## config.mk

```make
export PLATFORM = sky130hd
export DESIGN_NAME = id_ex_pipe
export DESIGN_NICKNAME = d
export VERILOG_FILES = /design/src/rtl/id_ex_pipe_pkg.sv /design/src/rtl/id_ex_pipe_sat_counter.sv /design/src/rtl/id_ex_pipe.sv
export SDC_FILE = /design/constraint.sdc
export NUM_CORES = 1
export LEC_CHECK = 0
export CORE_AREA = 2 2 145 147
export DETAILED_ROUTE_END_ITERATION = 6
export DIE_AREA = 0 0 147 149
export PLACE_DENSITY = 0.67
export SLEW_MARGIN = 20
export SYNTH_ARGS = -nofsm -noshare
export SYNTH_HDL_FRONTEND = slang
export SYNTH_SLANG_ARGS = --single-unit
```

## constraint.sdc

```tcl
create_clock -name clk -period 2.45 [get_ports clk]
set_input_delay 0.49 -clock clk [delete_from_list [all_inputs] [get_ports clk]]
set_output_delay 0.49 -clock clk [all_outputs]
set_load 0.01 [all_outputs]
```

## src/rtl/id_ex_pipe_pkg.sv

```systemverilog
// Shared decode/execute definitions: RV32 opcode constants, ALUOp encodings
// and the packed control bundle produced by the decoder and carried to E.
package id_ex_pipe_pkg;

    localparam int unsigned OPCODE_W = 7;
    localparam int unsigned ALUOP_W  = 2;
    localparam int unsigned REG_IDX_W = 5;

    localparam logic [OPCODE_W-1:0] OP_LOAD   = 7'b0000011;
    localparam logic [OPCODE_W-1:0] OP_STORE  = 7'b0100011;
    localparam logic [OPCODE_W-1:0] OP_RTYPE  = 7'b0110011;
    localparam logic [OPCODE_W-1:0] OP_BRANCH = 7'b1100011;

    localparam logic [ALUOP_W-1:0] ALUOP_ADD   = 2'b00;
    localparam logic [ALUOP_W-1:0] ALUOP_SUB   = 2'b01;
    localparam logic [ALUOP_W-1:0] ALUOP_FUNCT = 2'b10;

    typedef struct packed {
        logic               reg_write;
        logic               mem_write;
        logic               result_src;
        logic               alu_src;
        logic               branch;
        logic [ALUOP_W-1:0] alu_op;
    } ctrl_t;

    // Clear the architecturally visible side-effect bits of a control bundle
    function automatic ctrl_t kill_ctrl(input ctrl_t c);
        ctrl_t r;
        r           = c;
        r.reg_write = 1'b0;
        r.mem_write = 1'b0;
        r.branch    = 1'b0;
        return r;
    endfunction

endpackage

```

## src/rtl/id_ex_pipe_sat_counter.sv

```systemverilog
// Saturating up-counter; holds at all-ones instead of wrapping.
module sat_counter #(
    parameter int unsigned CNT_W = 16
) (
    input  logic             clk,
    input  logic             rst,
    input  logic             inc,
    output logic [CNT_W-1:0] count
);

    // Count qualifying edges, stop at the maximum value
    always_ff @(posedge clk) begin
        if (rst) begin
            count <= '0;
        end else if (inc && (count != {CNT_W{1'b1}})) begin
            count <= count + CNT_W'(1);
        end
    end

endmodule

```

## src/rtl/id_ex_pipe.sv

```systemverilog
// ID/EX pipeline register. Priority per edge: rst > flush > stall > load.
// Optional stall/flush performance counters enabled by ID_EX_PERF_CNT_EN.
module id_ex_pipe
    import id_ex_pipe_pkg::*;
#(
    parameter int unsigned XLEN  = 32,
    parameter int unsigned CNT_W = 16
) (
    input  logic            clk,
    input  logic            rst,
    input  logic            valid_d,
    input  logic            stall,
    input  logic            flush,
    input  logic            RegWriteD,
    input  logic            MemWriteD,
    input  logic            ResultSrcD,
    input  logic            ALUSrcD,
    input  logic            BranchD,
    input  logic [1:0]      ALUOpD,
    input  logic [XLEN-1:0] RD1D,
    input  logic [XLEN-1:0] RD2D,
    input  logic [XLEN-1:0] ImmExtD,
    input  logic [XLEN-1:0] PCD,
    input  logic [XLEN-1:0] PCPlus4D,
    input  logic [4:0]      Rs1D,
    input  logic [4:0]      Rs2D,
    input  logic [4:0]      RdD,
    output logic            valid_e,
    output logic            RegWriteE,
    output logic            MemWriteE,
    output logic            ResultSrcE,
    output logic            ALUSrcE,
    output logic            BranchE,
    output logic [1:0]      ALUOpE,
    output logic [XLEN-1:0] RD1E,
    output logic [XLEN-1:0] RD2E,
    output logic [XLEN-1:0] ImmExtE,
    output logic [XLEN-1:0] PCE,
    output logic [XLEN-1:0] PCPlus4E,
    output logic [4:0]      Rs1E,
    output logic [4:0]      Rs2E,
    output logic [4:0]      RdE
`ifdef ID_EX_PERF_CNT_EN
    ,
    output logic [CNT_W-1:0] stall_cnt,
    output logic [CNT_W-1:0] flush_cnt
`endif
);

    ctrl_t ctrl_d;
    ctrl_t ctrl_q;
    logic  valid_q;

    assign ctrl_d = '{reg_write:  RegWriteD,
                      mem_write:  MemWriteD,
                      result_src: ResultSrcD,
                      alu_src:    ALUSrcD,
                      branch:     BranchD,
                      alu_op:     ALUOpD};

    // Pipeline register: reset/flush clear everything, stall holds, else load
    always_ff @(posedge clk) begin
        if (rst || flush) begin
            valid_q  <= 1'b0;
            ctrl_q   <= '0;
            RD1E     <= '0;
            RD2E     <= '0;
            ImmExtE  <= '0;
            PCE      <= '0;
            PCPlus4E <= '0;
            Rs1E     <= '0;
            Rs2E     <= '0;
            RdE      <= '0;
        end else if (!stall) begin
            valid_q  <= valid_d;
            ctrl_q   <= valid_d ? ctrl_d : kill_ctrl(ctrl_d);
            RD1E     <= RD1D;
            RD2E     <= RD2D;
            ImmExtE  <= ImmExtD;
            PCE      <= PCD;
            PCPlus4E <= PCPlus4D;
            Rs1E     <= Rs1D;
            Rs2E     <= Rs2D;
            RdE      <= RdD;
        end
    end

    assign valid_e    = valid_q;
    assign RegWriteE  = ctrl_q.reg_write;
    assign MemWriteE  = ctrl_q.mem_write;
    assign ResultSrcE = ctrl_q.result_src;
    assign ALUSrcE    = ctrl_q.alu_src;
    assign BranchE    = ctrl_q.branch;
    assign ALUOpE     = ctrl_q.alu_op;

`ifdef ID_EX_PERF_CNT_EN
    // A stall overridden by a flush is not counted as a stall
    sat_counter #(.CNT_W(CNT_W)) u_stall_cnt (
        .clk   (clk),
        .rst   (rst),
        .inc   (stall & ~flush),
        .count (stall_cnt)
    );

    sat_counter #(.CNT_W(CNT_W)) u_flush_cnt (
        .clk   (clk),
        .rst   (rst),
        .inc   (flush),
        .count (flush_cnt)
    );
`endif

endmodule
```

== Word-level counts from Yosys, hierarchy flattened ==
Index checks and enable logic that the tools add are counted.

* Multiplexer cells: 1
* Reductions and logical operators: 1

{| class="wikitable"
|+ Operators with widths
! operator !! number
|-
| two-way mux 7 bit || 1
|-
| logical OR 1 bit || 1
|}

* Input port bits: 187
* Output and inout bits: 183
* Register bits: 183
* Word-level logic and storage cells: 17

== Depth between registers and ports, before layout ==
* Word-level depth: 1
* Mapped depth: 5
* Mapped depth without buffers: 2

== Least setup slack after synthesis ==
Ideal clock, no wire load.

* Kind: in2reg
* Start point: in flush
* End point: reg ctrl_q (netlist bit ALUOpE[0])
* Required time: 2388 ps
* Stages on the path: 5
* Setup time: 62 ps
* Slack: 1188 ps
* Arrival time: 1199 ps
* Path buffers: 3
* Cells stage by stage: or2_1 > clkbuf_1 > buf_6 > buf_6 > nor2_2

* Cells in the longest elaborated chain, start to end: 1

{| class="wikitable"
|+ RTL lines
! item !! RTL line !! text
|-
| start: declaration || id_ex_pipe.sv:13 || <nowiki>input logic flush,</nowiki>
|-
| logical OR 1 bit || id_ex_pipe.sv:63 || <nowiki>if (rst || flush) begin</nowiki>
|-
| end signal: assignment || id_ex_pipe.sv:76 || <nowiki>ctrl_q <= valid_d ? ctrl_d : kill_ctrl(ctrl_d);</nowiki>
|-
| end: declaration || id_ex_pipe.sv:51 || <nowiki>ctrl_t ctrl_q;</nowiki>
|}

No other way between the ends.
A chain may end at the register's enable or synchronous reset.

== Worst setup path after layout ==
* Start point: reg ctrl_q (netlist bit ALUSrcE)
* End point: out ALUSrcE

{| class="wikitable"
|+ RTL lines
! item !! RTL line !! text
|-
| end: declaration || id_ex_pipe.sv:32 || <nowiki>output logic ALUSrcE,</nowiki>
|}

No word-level cell between the ends.

==> out/qor.txt <==
status - finished, final reports clean
Max-slew headroom - 71.76%
Post-CTS Setup Inserts - 0
internal cell power - 5.053 mW
peak supply drop - 463.7 uV
total CTS buffers - 17
multi-input logic area - 0.002585 sq mm
Avg Inst Size Synth - 11.19 sq um
Post-synth ARST share - 0%
crit end category - output port
CTS clock-pin slew for the worst setup and hold paths - 0.07 ns
CP delay by family, top - buffers and inverters
Synth Warn # - 0
Cells after Synth - 595
top_reg_cell synth - dfxtp_1
Max Buffers Root-to-Sink - 2
Initial DRC Count - 158
post-cts sizing count - 0
Clock power frac - 39.6%
top cells by count, synth - dfxtp_1 (183), mux2i_1 (180), nor2_1 (160), buf_6 (31), nor2_2 (20)
Die Wd - 147 microns
RSZ-0062 raised after global routing - no
max incr delay on CP - 0.57 ns
gpl congestion - 0.7601
H-tree Lvls - 4
Hold Slack - 0.4616 ns
PwrDens - 608.6 mW/mm^2
via/cell ratio - 4.256
Mapped Nets - 782
fin nets - 1138
leading area contributor after synthesis - dfxtp_1
pre-CTS setup slack - 0.6065 ns
Tightest Pin Transition - 0.4236 ns
fill count - 1879
Seq/Total Area, Yosys - 55.01%
Starting Density - 32.40%
Post-synth EDFFs - 0
Remaining Overflow, GRT - 0
port buffer count - 369
CP max FO - 2
FF+latch area - 0.003664 sq mm
initial antenna violation count - 1
hold_buf cts - 0
drt pass-1 iters - 5
Die Area - 0.02190 sq mm
most common cell in the netlist - dfxtp_1
Max Slew Vio Count - 0
Unique masters post-synth - 12
Lkg Pwr - 4.510 nW
final setup fails - 0
top cell type's share of synthesized area - 55.01%
Routed Antenna Nets - 0
synthesized area - 0.006660 sq mm
post-detail-place hpwl - 13.86 mm
kind of start point of the critical path - flip-flop
first-pass GRT wire length - 28.49 mm
GRT Total Usage - 16.71%
CP max stage cell - clkdlybuf4s50_1
Die Ht - 149 microns
Area Overhead vs Synth - 65.36%
CTS tree - done
switch share - 24.61%
Post-Layout Cell Count - 1240
max-cap violations - 0
Reg power frac - 46.5%
post-route setup slack - 0.5984 ns
f_max - 540.1 MHz
switching power - 1.649 mW
routed vias - 5277
Final Hold Fails - 0
Rows - 53
clk_lat worst skew - 0.42 ns
worst clock skew - 0 ns
DP Cell Count - 1207
combinational share of power - 13.8%
min-delay worst type - reg -> reg
Worst Path Buf+Inv - 1
Ports - 370
drt wl/cell - 15.14 microns
Synth Register Bits - 183
largest net degree at the start of global routing - 70
final WL - 18.77 mm
CTS root buffer - clkbuf_16
core box area - 0.02056 sq mm
Worst EP arrival - 1.36 ns
drt drc - 0
number of global-route vias before repair - 5298
Sink Count - 183
CP cell instances - clkdlybuf4s50_1
Worst Path Required - 1.96 ns
setup_tns - 0 ns
CP Class - reg -> out
share of layout cells above drive strength 1 - 6.535%
Area contributors post-synth - dfxtp_1 (55%), mux2i_1 (27%), nor2_1 (9.0%), buf_6 (5.2%), nor2_2 (1.9%)
Final Cycle Share - 75.58%
minimum clock period - 1.852 ns
worst reg2reg max path, delay by kind of cell, from the launching register on:
family | cells | cell delay (ns)
muxes | 1 | 0.14
and+or+nand+nor | 1 | 0.05
DFF | 1 | 0.34
registers in the layout, summed over array words and instances, names as in the netlist:
register	count
Rs1E	5
RdE	5
Rs2E	5
PCE	32
BranchE	1
ALUOpE	2
ALUSrcE	1
RegWriteE	1
ImmExtE	32
MemWriteE	1
ResultSrcE	1
PCPlus4E	32
RD2E	32
valid_e	1
RD1E	32
kinds of logic after synthesis:
kind of cell | count (synthesis) | share of synthesized area (%)
flops | 183 | 55.01
compound gates | 3 | 0.2254
simple gates | 187 | 11.50
mux | 180 | 27.05
buf+inv | 42 | 6.218
per-stage QoR:
stage                     util (%)  cell area [sq um]  total power [mW]
after floorplan                  -               6660             3.598
after global placement       50.79              10440             4.116
after detailed placement     50.79              10440             4.122
after CTS                    53.56              11010             6.815
after global routing         53.57              11010             7.007
final                        53.57              11010             6.703
routing by layer:
layer / wire length [microns] / global-route usage (%)
met1: 7683 / 18.92
met2: 9339 / 29.41
met3: 1495 / 6.391
met4: 254 / 4.904
met5: 0 / 0
cell usage in the layout (no fill, tap or decap), drive strengths merged:
| cell | n |
|---|---|
| clkdlybuf4s50 | 368 |
| dfxtp | 183 |
| mux2i | 180 |
| nor2 | 180 |
| clkbuf | 20 |
| buf | 11 |
| inv | 6 |
| clkinv | 4 |
| nand2 | 3 |
| nand3b | 3 |
| a21oi | 3 |
| clkinvlp | 2 |
| diode | 1 |
| or2 | 1 |
worst paths after layout:
path,cells after the start,startpoint,to,slack (ns)
setup / recovery,1,ALUSrcE$_SDFFE_PP0N_,ALUSrcE,0.60
setup reg to reg,2,ImmExtE[22]$_SDFFE_PP0N_,ImmExtE[22]$_SDFFE_PP0N_,1.80
hold / removal,2,RegWriteE$_SDFFE_PP0N_,RegWriteE$_SDFFE_PP0N_,0.46
hold reg to reg,2,RegWriteE$_SDFFE_PP0N_,RegWriteE$_SDFFE_PP0N_,0.46
power groups by stage:
stage | sequential, mW | combinational (mW) | clock, mW
6_report | 3.12 | 0.928 | 2.66
5_1_grt | 3.13 | 0.995 | 2.88
4_1_cts | 3.12 | 0.939 | 2.76
3_5_place_dp | 3.19 | 0.934 | 0
3_3_place_gp | 3.18 | 0.931 | 0
2_1_floorplan | 3.23 | 0.366 | 0
layout make-up:
cell class                 count  area share (%)
antenna                        1         0.02272
clock buffer                  20           4.147
clock inverter                12           1.022
multi-input combinational    370           23.47
sequential                   183           33.27
tap                          275           3.124
timing repair buffer         379           34.95
Note: power is estimated with default switching activity, not from simulation.
